--- src/rtl/imem_arb_pkg.sv ---
// Shared definitions for the instruction-memory arbiter: owner encoding,
// default starvation limit and the age counter width.
package imem_arb_pkg;

  localparam int unsigned STARVE_LIMIT_DEF = 3;
  localparam int unsigned AGE_W            = 3;

  typedef enum logic [1:0] {
    OWN_NONE  = 2'd0,
    OWN_FETCH = 2'd1,
    OWN_DATA  = 2'd2,
    OWN_DERR  = 2'd3
  } owner_t;

  function automatic logic is_word_aligned(input logic [31:0] addr);
    return (addr[1:0] == 2'b00);
  endfunction

endpackage

--- src/rtl/imem_arb_age.sv ---
// Saturating count of consecutive cycles a data request has lost arbitration.
module imem_arb_age
  import imem_arb_pkg::*;
#(
  parameter int unsigned LIMIT = STARVE_LIMIT_DEF
) (
  input  logic clk,
  input  logic reset,
  input  logic inc,
  input  logic clr,
  output logic at_limit
);

  localparam logic [AGE_W-1:0] LIM = AGE_W'(LIMIT);

  logic [AGE_W-1:0] r_age;

  always_ff @(posedge clk) begin
    if (reset || clr) begin
      r_age <= '0;
    end else if (inc && (r_age != LIM)) begin
      r_age <= r_age + AGE_W'(1);
    end
  end

  assign at_limit = (r_age == LIM);

endmodule

--- src/rtl/imem_arb.sv ---
// Arbitrates the single I-Memory read port between instruction fetch and
// data-side word reads, and routes the one-cycle-late response to its owner.
module imem_arb
  import imem_arb_pkg::*;
#(
  parameter int unsigned STARVE_LIMIT = STARVE_LIMIT_DEF
) (
  input  logic        clk,
  input  logic        reset,
  input  logic        fetch_req,
  input  logic [31:0] fetch_addr,
  input  logic        fetch_redirect,
  output logic        fetch_gnt,
  output logic        fetch_rvalid,
  input  logic        data_req,
  input  logic [31:0] data_addr,
  output logic        data_gnt,
  output logic        data_rvalid,
  output logic [31:0] data_rdata,
  output logic        data_err,
  output logic        mem_rq,
  output logic [31:0] mem_addr,
  input  logic [31:0] mem_data
);

  logic   w_at_limit;
  logic   w_fetch_gnt;
  logic   w_data_gnt;
  logic   w_data_ok;
  owner_t w_owner_nxt;
  owner_t r_owner;

  // Redirects beat an aged data request; otherwise aging forces data through.
  always_comb begin
    w_fetch_gnt = 1'b0;
    w_data_gnt  = 1'b0;
    if (!reset) begin
      if (fetch_req && fetch_redirect) begin
        w_fetch_gnt = 1'b1;
      end else if (data_req && (!fetch_req || w_at_limit)) begin
        w_data_gnt = 1'b1;
      end else if (fetch_req) begin
        w_fetch_gnt = 1'b1;
      end
    end
  end

  assign w_data_ok = w_data_gnt && is_word_aligned(data_addr);

  imem_arb_age #(
    .LIMIT(STARVE_LIMIT)
  ) u_age (
    .clk     (clk),
    .reset   (reset),
    .inc     (data_req && !w_data_gnt),
    .clr     (w_data_gnt || !data_req),
    .at_limit(w_at_limit)
  );

  always_comb begin
    w_owner_nxt = OWN_NONE;
    if (w_fetch_gnt) begin
      w_owner_nxt = OWN_FETCH;
    end else if (w_data_ok) begin
      w_owner_nxt = OWN_DATA;
    end else if (w_data_gnt) begin
      w_owner_nxt = OWN_DERR;
    end
  end

  always_ff @(posedge clk) begin
    if (reset) begin
      r_owner <= OWN_NONE;
    end else begin
      r_owner <= w_owner_nxt;
    end
  end

  assign fetch_gnt = w_fetch_gnt;
  assign data_gnt  = w_data_gnt;
  assign mem_rq    = w_fetch_gnt || w_data_ok;
  assign mem_addr  = w_data_ok ? data_addr : fetch_addr;

  // Responses are masked during reset so a pending one is dropped.
  assign fetch_rvalid = !reset && (r_owner == OWN_FETCH);
  assign data_rvalid  = !reset && ((r_owner == OWN_DATA) || (r_owner == OWN_DERR));
  assign data_err     = !reset && (r_owner == OWN_DERR);
  assign data_rdata   = (!reset && (r_owner == OWN_DATA)) ? mem_data : '0;

endmodule

--- config.mk ---
export PLATFORM = sky130hd
export DESIGN_NAME = imem_arb
export DESIGN_NICKNAME = d
export VERILOG_FILES = /design/src/rtl/imem_arb_pkg.sv /design/src/rtl/imem_arb_age.sv /design/src/rtl/imem_arb.sv
export SDC_FILE = /design/constraint.sdc
export NUM_CORES = 1
export LEC_CHECK = 0
export BUFFER_PORTS_ARGS = -buffer_cell sky130_fd_sc_hd__buf_2
export CORE_AREA = 3 3 65 67
export DETAILED_ROUTE_END_ITERATION = 8
export DIE_AREA = 0 0 68 70
export PLACE_DENSITY = 0.76
export SYNTH_ARGS = -nofsm -noshare
export SYNTH_HDL_FRONTEND = slang
export SYNTH_SLANG_ARGS = --single-unit
--- constraint.sdc ---
create_clock -name clk -period 2.7 [get_ports clk]
set_input_delay 0.135 -clock clk [delete_from_list [all_inputs] [get_ports clk]]
set_output_delay 0.135 -clock clk [all_outputs]
set_load 0.01 [all_outputs]
==> results of run 1 <==
==> layout make-up <==
class | count | area (um2) | area share
clock buffers | 4 | 45.0 | 0.0246
inverters | 4 | 15.0 | 0.00821
multi-input cells | 88 | 734 | 0.402
flip-flops and latches | 5 | 100 | 0.0548
well taps | 48 | 60.1 | 0.0329
repair buffers | 173 | 873 | 0.478
==> per-layer routing <==
layer  vias up  track usage  share of wire
li1        683            -              -
met4         0       0.0375          0.016
met3         4       0.0386           0.15
met2       106        0.287           0.52
met5         -            0              0
met1       596        0.135           0.32
==> kinds of logic after synthesis <==
group | synth area share
and+or+nand+nor | 0.336
AOI/OAI and AO/OA | 0.0587
DFF | 0.112
adders and majority gates | 0.0280
xor gates and xnor gates | 0.00979
muxes | 0.389
buffers and inverters | 0.0671
==> cells in the final DEF, fill, tap and decap left out, drive strengths merged <==
cell / instances
buf: 173
and2: 33
mux2: 30
nor2b: 5
nor2: 5
dfxtp: 5
inv: 4
nand2b: 4
clkbuf: 4
a21o: 2
ha: 2
a2111oi: 1
nor3b: 1
or3b: 1
mux2i: 1
xor2: 1
o21ai: 1
a21oi: 1
==> registers in the layout (all words and copies together) (netlist names) <==
register,count
u_age.r_age,3
r_owner,2
==> power groups by stage <==
stage	Sequential, W	Clock [W]	Combinational, W
finish	0.0000783	0.000136	0.000180
global route	0.0000786	0.000148	0.000200
CTS	0.0000783	0.000141	0.000183
detailed placement	0.0000794	0	0.000182
global placement	0.0000793	0	0.000180
floorplan	0.0000791	0	0.0000712
==> worst max-delay path, stage by stage (launching register included) <==
cell       delay (ns)
dfxtp_1          0.34
ha_1             0.16
ha_1             0.29
nand2b_2         0.12
a2111oi_4        0.37
buf_4            0.34
mux2_2           0.38
buf_2            0.14
==> worst max path at each step <==
stage              startpoint      endpoint  slack, ns  cells after the start
2_1_floorplan  u_age.r_age[0]  mem_addr[10]       0.64                      6
3_3_place_gp   u_age.r_age[0]  mem_addr[31]       0.49                      7
3_5_place_dp   u_age.r_age[0]   mem_addr[8]       0.45                      7
4_1_cts        u_age.r_age[0]   mem_addr[8]       0.19                      7
5_1_grt        u_age.r_age[0]   mem_addr[4]       0.08                      7
6_report       u_age.r_age[0]   mem_addr[4]       0.21                      7
==> per-stage QoR <==
step / total power, W / hold WS [ns]
finish: 0.000395 / 0.288
global route: 0.000427 / 0.336
CTS: 0.000403 / 0.285
detailed placement: 0.000262 / 0.482
global placement: 0.000259 / 0.486
floorplan: 0.000150 / 0.294
==> flow_summary.ini, run 1 <==
[run_status]
outcome = finished clean

[clock_tree]
ctsHoldBuffers = 0
cts_setup_buffers = 0
h-tree-depth = 1
path_clk_slew_ns = 0.04
cts.path.max_buffers = 2
cts.sinks = 5
cts_resized = 0
tritoncts = built
clock_latency_ns = 0.22
root_buffer = clkbuf_8
cts_buffers = 3

[timing]
tightest_slew_ns = 0.268
post-route-period-util = 0.922
max_freq_mhz = 402
fin_tns_setup_ns = 0
slew_headroom = 0.821
rsz0062_at_grt = false
timing.final.ws_setup_ns = 0.211
worst_clock_skew_ns = 0.000426
setup_violations = 0
final-hold-violation-count = 0
slew_violations = 0
min_period_ns = 2.49

[power]
power_density_nw_per_um2 = 216
intPower_w = 0.000285
p_leak_nw = 1.12
netSwitchingPower_w = 0.000109
clkPwrFrac = 0.344
seqPwrFrac = 0.198
ir_drop_mv = 0.114
switching_share = 0.277
comb_power_share = 0.457

[die]
ios = 171
fp-row-count = 22
die_x_um = 68
start_util = 0.243
die_area_um2 = 4760
die_h_um = 70
core_um2 = 3690

[detailed_routing]
vias = 1389
drt_first_pass_iters = 4
via_per_inst = 4.31
routed_wl_um = 3770
wire_per_inst_um = 11.7
drt-initial-drc-count = 12
drtAntennaViolNets = 0
drc_errors = 0

[place]
dp_hpwl_um = 3380
place_area_um2 = 1780
port_buffers = 170
place_ws_ns = 0.449
globalplace.congestion = 0.842
dp.cells = 318

[logic_synthesis]
synth-seq-area-share = 0.112
async_flop_share = 0
avgSynthCellArea_um2 = 8.69
syn-cell-area_um2 = 895
yosysTopAreaCell = mux2_2
synth_area_leaders = mux2_2, and2_1, dfxtp_1
ys_ff_latch = 5
synth_cell_types = 20
synth.most_common_cell = and2_1
ys.warnings.count = 0
synth_flop_cell = dfxtp_1
syn-num-nets = 206
synth_top_area_frac = 0.352
synth_cells = 103
synth-edff-count = 0
synthTopCellsByCount = and2_1, mux2_2, dfxtp_1, nor2_1, nor2b_1

[global_route]
grt_pass1_vias = 1298
grt_pass1_wl_um = 5380
antenna_found_initial = 0
grt_max_degree = 33
gr-total-overflow = 0
track_usage = 0.144

[min_path]
hp-class = in -> reg
hold_end = r_owner[0]
hold_start = data_addr[1]
min_path_cells = 3

[worst_setup_path]
worstPathRequired_ns = 2.57
end_kind = output pin
r2r_cells = 5
r2r_slack_ns = 1.06
startpoint_type = register
crit_fanout = 23
r2r-start = u_age.r_age[0]
r2r-end = u_age.r_age[2]
worstSetupPathType = reg -> out
crit_arrival_ns = 2.35

[flow_run]
drv_cap = 0

[cells_and_area]
fillCellCount = 370
drive_gt1_frac = 0.755
nets = 378
syn_to_final_growth_pct = 104
n_antenna_cell = 0
fin_util = 0.496
design_area_um2 = 1830
final-instance-count-excl-fill = 322
No activity file was read; power rests on OpenSTA's default activity.
==> run 2: changes to the inputs <==
--- a/config.mk
+++ b/config.mk
@@ -7,6 +7,7 @@
 export LEC_CHECK = 0
 export BUFFER_PORTS_ARGS = -buffer_cell sky130_fd_sc_hd__buf_2
 export CORE_AREA = 3 3 65 67
+export CTS_BUF_LIST = sky130_fd_sc_hd__clkbuf_4 sky130_fd_sc_hd__clkbuf_8 sky130_fd_sc_hd__clkbuf_16
 export DETAILED_ROUTE_END_ITERATION = 8
 export DIE_AREA = 0 0 68 70
 export PLACE_DENSITY = 0.76
==> flow_summary.ini, run 2 (synthesis gave the netlist of run 1 again) <==
[timing]
post-route-period-util = 0.924
slew_headroom = 0.821
fin_tns_setup_ns = 0
holdWs_ns = 0.284
tightest_slew_ns = 0.269
worst_clock_skew_ns = 0.00123
rsz0062_at_grt = false
setup_violations = 0
final-hold-violation-count = 0
slew_violations = 0
min_period_ns = 2.50
max_freq_mhz = 401

[worst_setup_path]
crit_fanout = 23
cpMaxStageDelayCell = mux2_2
crit_arrival_ns = 2.36
path_cells = ha_1 -> ha_1 -> nand2b_2 -> a2111oi_4 -> buf_4 -> mux2_2 -> buf_2
cpMostUsedCell = ha_1
r2r-start = u_age.r_age[0]
worstPathRequired_ns = 2.57
timing.critical_path.buf_inv = 2
cpLargestDelayFamily = buffers and inverters
r2r_slack_ns = 1.04
crit_cells = 7
r2r-end = u_age.r_age[0]
end_kind = output pin
max_stage_delay_ns = 0.38
worstSetupPathType = reg -> out
startpoint_type = register
r2r_cells = 5

[run_status]
outcome = finished clean

[clock_tree]
root_buffer = clkbuf_8
cts.sinks = 5
ctsHoldBuffers = 0
clock_latency_ns = 0.22
cts_resized = 0
path_clk_slew_ns = 0.04
cts_setup_buffers = 0
cts.path.max_buffers = 2
h-tree-depth = 1
cts_buffers = 3
tritoncts = built

[global_route]
gr-total-overflow = 0
grt_pass1_wl_um = 5390
track_usage = 0.144
antenna_found_initial = 0
grt_max_degree = 33
grt_pass1_vias = 1294

[detailed_routing]
vias = 1385
drt_first_pass_iters = 4
drt-initial-drc-count = 19
drc_errors = 0
wire_per_inst_um = 11.8
via_per_inst = 4.30
drtAntennaViolNets = 0
routed_wl_um = 3790

[cells_and_area]
largest_reg_flops = 3
largestRegisters = u_age.r_age x3, r_owner x2
drive_gt1_frac = 0.759
largest-register = u_age.r_age
n_antenna_cell = 0
nets = 378
final_cell_mix = buf_2, and2_1, mux2_2
syn_to_final_growth_pct = 105
final_common_cell = buf_2

[die]
ios = 171
core_um2 = 3690
die_area_um2 = 4760
die_h_um = 70
die_x_um = 68
fp-row-count = 22
start_util = 0.243

[place]
dp_hpwl_um = 3380
globalplace.congestion = 0.842
port_buffers = 170

[min_path]
hold_start = data_addr[1]
min_path_cells = 3
hold_end = r_owner[0]
hp-class = in -> reg

[power]
power_density_nw_per_um2 = 221
p_leak_nw = 1.12
ir_drop_mv = 0.114

[flow_run]
drv_cap = 0
run 2: report_power, final:
group / internal (W) / switching [W]
Sequential: 0.0000769 / 0.00000144
Combinational: 0.000107 / 0.0000733
Clock: 0.000111 / 0.0000355
run 2: layer usage:
layer | share of wire | track usage
met5 | 0 | 0
met4 | 0.016 | 0.0375
met3 | 0.15 | 0.0386
met2 | 0.52 | 0.289
met1 | 0.31 | 0.135
run 2: worst max-delay path by stage:
stage / start / end
2_1_floorplan: u_age.r_age[0] / mem_addr[10]
3_3_place_gp: u_age.r_age[0] / mem_addr[31]
3_5_place_dp: u_age.r_age[0] / mem_addr[8]
4_1_cts: u_age.r_age[0] / mem_addr[8]
5_1_grt: u_age.r_age[0] / mem_addr[4]
6_report: u_age.r_age[0] / mem_addr[4]
run 2: cell type report:
class | instances | area (um2)
sequential | 5 | 100
inverter | 4 | 15.0
multi-input combinational | 88 | 734
clock buffer | 4 | 48.8
fill | 372 | 1860
tap | 48 | 60.1
timing repair buffer | 173 | 873
run 2: worst register-to-register path, delay by kind of cell, from the launching register on:
family,cells,cell delay [ns]
adder cells (fa/ha/maj),2,0.47
AND/OR/NAND/NOR,3,0.80
flip-flops,1,0.32
run 2: metrics by stage:
stage               power, W  worst slack, ns  cells  utilization  area [um2]
floorplan           0.000150            0.637    103            -         895
global route        0.000437           0.0669    322        0.497        1830
CTS                 0.000415            0.178    322        0.497        1830
global placement    0.000259            0.488    318        0.483        1780
finish              0.000405            0.204    322        0.497        1830
detailed placement  0.000262            0.449    318        0.483        1780
